## config.mk

```make
export PLATFORM = sky130hd
export DESIGN_NAME = cpu_register_bank
export DESIGN_NICKNAME = d
export VERILOG_FILES = /design/src/rtl/cpu_register_bank.sv
export SDC_FILE = /design/constraint.sdc
export NUM_CORES = 1
export LEC_CHECK = 0
export BUFFER_PORTS_ARGS = -buffer_cell sky130_fd_sc_hd__buf_2
export CORE_MARGIN = 3
export CORE_UTILIZATION = 25
export DETAILED_ROUTE_END_ITERATION = 6
export SLEW_MARGIN = 20
export SYNTH_ARGS = -nofsm -noshare
export SYNTH_HDL_FRONTEND = slang
export SYNTH_SLANG_ARGS = --single-unit
```

## constraint.sdc

```tcl
create_clock -name clk -period 3.5 [get_ports clk]
set_clock_uncertainty 0.1 [all_clocks]
set_input_delay 0.35 -clock clk [delete_from_list [all_inputs] [get_ports clk]]
set_output_delay 0.35 -clock clk [all_outputs]
set_load 0.1 [all_outputs]
```

## src/rtl/cpu_register_bank.sv

```systemverilog
// -----------------------------------------------------------------------------
// cpu_register_bank
//
// Multi-read, single-write CPU register file. After reset it runs a CLEAR
// sequence that writes one register per cycle (one chosen register receives
// INIT_VALUE, all others zero). It then enters READY and serves reads and
// writes. Register 0 always reads as zero.
//
// Parameters
//   XLEN       register width in bits
//   NREGS      register count, power of two, 2..64
//   NREAD      number of read ports, 1..4
//   INIT_INDEX register that receives INIT_VALUE during CLEAR
//   INIT_VALUE post-clear value of INIT_INDEX, truncated to XLEN
//
// Ports
//   clk       rising-edge clock
//   resetn    asynchronous active-low reset; restarts CLEAR from index 0
//   busy      high while CLEAR runs (registered)
//   rd_en     per-port read request
//   rd_addr   packed read addresses; port p uses [p*AW +: AW]
//   rd_data   packed registered read data; port p uses [p*XLEN +: XLEN]
//   rd_valid  per-port strobe, high the cycle after an accepted read
//   we        write request
//   waddr     write address
//   wdata     write data
//   wr_ack    one-cycle pulse the cycle after an accepted write
// -----------------------------------------------------------------------------
module cpu_register_bank #(
  parameter int unsigned XLEN       = 32,
  parameter int unsigned NREGS      = 32,
  parameter int unsigned NREAD      = 2,
  parameter int unsigned INIT_INDEX = 2,
  parameter logic [31:0] INIT_VALUE = 32'd1,
  localparam int unsigned AW        = $clog2(NREGS)
) (
  input  logic                  clk,
  input  logic                  resetn,
  output logic                  busy,
  input  logic [NREAD-1:0]      rd_en,
  input  logic [NREAD*AW-1:0]   rd_addr,
  output logic [NREAD*XLEN-1:0] rd_data,
  output logic [NREAD-1:0]      rd_valid,
  input  logic                  we,
  input  logic [AW-1:0]         waddr,
  input  logic [XLEN-1:0]       wdata,
  output logic                  wr_ack
);

  typedef enum logic {
    CLEAR = 1'b0,
    READY = 1'b1
  } state_t;

  localparam logic [AW-1:0]   LAST_IDX  = AW'(NREGS - 1);
  localparam logic [AW-1:0]   INIT_ADDR = AW'(INIT_INDEX);
  // Register 0 is hard-wired to zero, so an init value aimed at it is dropped.
  localparam logic [XLEN-1:0] INIT_WORD = (INIT_INDEX == 0) ? '0 : XLEN'(INIT_VALUE);

  state_t        state;
  logic [AW-1:0] clr_idx;

  // ---------------------------------------------------------------------------
  // Control: CLEAR walks every index once, then READY accepts traffic.
  // ---------------------------------------------------------------------------
  always_ff @(posedge clk or negedge resetn) begin
    if (!resetn) begin
      state   <= CLEAR;
      clr_idx <= '0;
      busy    <= 1'b1;
      wr_ack  <= 1'b0;
    end else begin
      wr_ack <= 1'b0;
      case (state)
        CLEAR: begin
          clr_idx <= clr_idx + AW'(1);
          if (clr_idx == LAST_IDX) begin
            state <= READY;
            busy  <= 1'b0;
          end
        end
        READY: begin
          // Writes to register 0 are dropped but still acknowledged.
          wr_ack <= we;
        end
      endcase
    end
  end

  // ---------------------------------------------------------------------------
  // Storage write port: the CLEAR sequencer owns it until READY.
  // ---------------------------------------------------------------------------
  logic            mem_we;
  logic [AW-1:0]   mem_waddr;
  logic [XLEN-1:0] mem_wdata;

  always_comb begin
    // NOTE: every always_comb output gets a default first so no latch is inferred.
    mem_we    = 1'b0;
    mem_waddr = waddr;
    mem_wdata = wdata;
    if (state == CLEAR) begin
      mem_we    = 1'b1;
      mem_waddr = clr_idx;
      mem_wdata = (clr_idx == INIT_ADDR) ? INIT_WORD : '0;
    end else if (we && (waddr != '0)) begin
      mem_we = 1'b1;
    end
  end

  logic [XLEN-1:0] mem [NREGS];

  // NOTE: the array has no reset so it maps onto RAM/register-file cells;
  // its contents become defined only through the CLEAR sequence.
  always_ff @(posedge clk) begin
    if (mem_we) begin
      mem[mem_waddr] <= mem_wdata;
    end
  end

  // ---------------------------------------------------------------------------
  // Read ports: registered, latency 1, write-first bypass per port.
  // ---------------------------------------------------------------------------
  for (genvar p = 0; p < NREAD; p++) begin : g_rd
    logic [AW-1:0]   addr;
    logic [XLEN-1:0] value;
    logic [XLEN-1:0] data_q;
    logic            valid_q;
    logic            accept;

    assign addr   = rd_addr[p*AW +: AW];
    assign accept = (state == READY) && rd_en[p];

    always_comb begin
      value = mem[addr];
      if (addr == '0) begin
        value = '0;
      end else if (we && (waddr == addr)) begin
        value = wdata;
      end
    end

    always_ff @(posedge clk or negedge resetn) begin
      if (!resetn) begin
        data_q  <= '0;
        valid_q <= 1'b0;
      end else begin
        valid_q <= accept;
        if (accept) begin
          data_q <= value;
        end
      end
    end

    assign rd_data[p*XLEN +: XLEN] = data_q;
    assign rd_valid[p]             = valid_q;
  end

endmodule

```

==> metrics.md <==
| Metric | Value |
|---|---|
| R2R setup slack | `0.45 ns` |
| Max_slew headroom | `27.0%` |
| Pre-CTS setup slack | `0.512 ns` |
| FP Rows | `164` |
| Distinct cell type count after synthesis | `40` |
| Register Area | `32600 µm²` |
| Flops & latches, synth | `1098` |
| DRT Pass-1 Iters | `6` |
| Crit path cell chain | `inv_1 > nor4b_1 > a21oi_1 > or2_2 > nor2_4 > buf_4` |
| Synth Cell Area | `50300 µm²` |
| Crit-path max FO | `22` |
| Sequential cell area fraction in the yosys report | `64.8%` |
| Iter 0 DRT Violations | `3290` |
| CTS buffer count | `101` |
| Status | `complete, no violations` |
| Worst Max-Slew Pin Slew | `1.10 ns` |
| Vias per cell | `5.35` |
| First-pass GRT wire length | `234000 µm` |
| Crit path buffers/inverters | `2` |
| PortBufs | `119` |
| Post-DRT Antenna Nets | `0` |
| RSZ-0062 raised after global routing | `no` |
| Gpl congestion | `0.831` |
| H-tree depth | `3` |
| Ratio of cells with drive above 1 in the final layout | `29.3%` |
| Total power | `0.0298 W` |
| Synth Flop Type | `edfxtp_1` |
| Vias in the first global route | `31200` |
| Syn nets | `2816` |
| Starting Density | `25.2%` |
| Routed wire length | `166000 µm` |
| Fillers | `19500` |
| Slew Viols, Final | `0` |
| Initial antenna violation count | `5` |
| DPL Wire Length | `96900 µm` |
| Post-Synthesis Mean Instance Area | `18.2 µm²` |
| Setup Fix Bufs, Post-CTS | `0` |
| Clock slew at the register clock pins of the worst setup and hold paths | `0.06 ns` |
| Critical path's largest stage delay | `0.63 ns` |
| Crit path launch type | `register` |
| Die ar. | `207000 µm²` |
| Post-synth EDFFs | `1024` |
| Clk root buf | `clkbuf_16` |
| Placed Area | `55400 µm²` |
| Post-Syn Instances | `2761` |
| DRC | `0` |
| DIE HEIGHT | `455 µm` |
| Total GRT Usage | `15.8%` |
| Critical Path AT | `3.34 ns` |
| Max_cap viols | `0` |
| CP max-delay cell | `dfrtp_2` |
| Commonest non-fill, non-tap cell in the layout | `edfxtp_1` |
| Total gr overflow | `0` |
| CTS tree | `done` |
| Fin Setup TNS | `0 ns` |
| Clock net sink count | `1098` |
| Fmax | `0.328 GHz` |
| Post-synth ARST share | `6.74%` |
| Crit path kind | `reg2reg` |
| Area grow syn2layout | `17.6%` |
| Worst path top cell family by delay | `simple AND/OR/NAND/NOR gates` |
| PD cells | `503 nW/µm²` |
| Core area | `200000 µm²` |
| Crit. End Element | `register` |
| Commonest cells after routing, fill and taps aside | `edfxtp_1, mux4_2, mux2i_1` |
| Final core utilization | `29.6%` |
| Multi-input gate area | `16900 µm²` |
| Maximum root-to-sink buffer count | `3` |
| Vias | `30400` |
| Fin nets | `2995` |
| Peak supply drop | `0.403 mV` |
| Syn. warnings | `0` |
| Worst-skew pair later-pin latency | `0.72 ns` |
| # setup viols final | `0` |
| IO Count | `120` |
| Fin. Hold Viols | `0` |
| Largest net degree at the start of global routing | `80` |
| Final Instance Area | `59200 µm²` |
| Die Wd | `455 µm` |
| Drt wl/cell | `29.2 µm` |
| Final min period | `3.05 ns` |
| Fin crit share | `87.0%` |
| Worst min path class | `in2reg` |
| Pleak | `19.2 nW` |
| Final Worst Setup Slack | `0.454 ns` |
| Req. time, crit path | `3.80 ns` |
worst reg2reg max path, delay by kind of cell, from the launching register on:
kind | cells | cell delay, ns
simple gates | 3 | 1.37
flops | 1 | 0.63
buf+inv | 2 | 0.54
compound gates | 1 | 0.11
power breakdown:
| part | switching [W] | internal (W) | total, W |
|---|---|---|---|
| registers | 0.000210 | 0.0145 | 0.0147 |
| logic | 0.00240 | 0.00103 | 0.00342 |
| clock network | 0.00503 | 0.00660 | 0.0116 |
| total | 0.00764 | 0.0221 | 0.0298 |
metal layers:
metal | track usage [%] | up-vias | part of all wire, %
met5 | 0 | - | 0
met4 | 9.06 | 0 | 6.2
met1 | 18.2 | 16300 | 35
met3 | 2.14 | 437 | 7.2
li1 | - | 12200 | -
met2 | 27.9 | 1484 | 52
kinds of logic (layout without fill, tap and decap cells):
logic type / count (synthesis) / after routing / share of synthesized area (%)
other: 0 / 2 / 0
multiplexers: 645 / 645 / 22.4
AO/OA/AOI/OAI: 589 / 589 / 8.29
adder cells (fa/ha/maj): 3 / 3 / 0.0746
flip-flops: 1098 / 1098 / 64.8
buffers and inverters: 235 / 499 / 2.27
AND/OR/NAND/NOR: 178 / 178 / 1.95
XOR/XNOR: 13 / 13 / 0.226
final cells by class:
type | instances | share of cell area, %
Sequential cell | 1098 | 55.1
Multi-Input combinational cell | 1428 | 28.6
Tap cell | 2656 | 5.62
Timing Repair Buffer | 303 | 4.78
Clock buffer | 123 | 4.60
Clock inverter | 65 | 1.23
Inverter | 8 | 0.0507
Antenna cell | 2 | 0.00846
worst paths after layout:
kind	startpoint	endpoint	cells after the start
max	state	mem[2][9]	6
min	wdata[29]	g_rd[0].data_q[29]	3
max reg2reg	state	mem[2][9]	6
min reg2reg	clr_idx[2]	clr_idx[2]	1
max in group asynchronous	resetn	g_rd[0].data_q[21]	3
min in group asynchronous	resetn	g_rd[0].data_q[2]	2
through the flow:
stage,std cells,hold slack [ns]
floorplan,2761,-0.0456
global placement,5460,0.269
detailed placement,5460,0.268
CTS,5681,0.0151
global route,5681,0.0430
finish,5683,0.0501
sequential cells by signal, summed over array words and instances, names as in the netlist:
register / cells
g_rd.data_q: 64
g_rd.valid_q: 2
state: 1
wr_ack: 1
busy: 1
clr_idx: 5
mem: 1024
synth_stat cells (4+ instances only):
cell | instances | area [µm²]
a21oi_1 | 130 | 651
a221oi_1 | 128 | 1120
a22o_1 | 65 | 569
a22oi_1 | 192 | 1440
and2_1 | 36 | 225
buf_1 | 11 | 41.3
buf_2 | 32 | 160
buf_4 | 40 | 300
buf_6 | 9 | 101
clkbuf_1 | 133 | 499
dfrtp_1 | 73 | 1830
edfxtp_1 | 1024 | 30700
inv_1 | 8 | 30.0
mux2i_1 | 259 | 2590
mux4_2 | 384 | 8650
nand2_1 | 10 | 37.5
nand3_1 | 4 | 20.0
nor2_1 | 41 | 154
nor2b_1 | 5 | 31.3
nor3_1 | 4 | 20.0
nor4_1 | 4 | 25.0
o21ai_0 | 65 | 325
or3_1 | 64 | 400
xnor2_1 | 13 | 114
repair_timing:
item / CTS / global route
hold buffers: 33 / 0
endpoints found under the hold margin: 107 / 0
resized for setup: 0 / 0
Note: power is estimated with default switching activity, not from simulation.
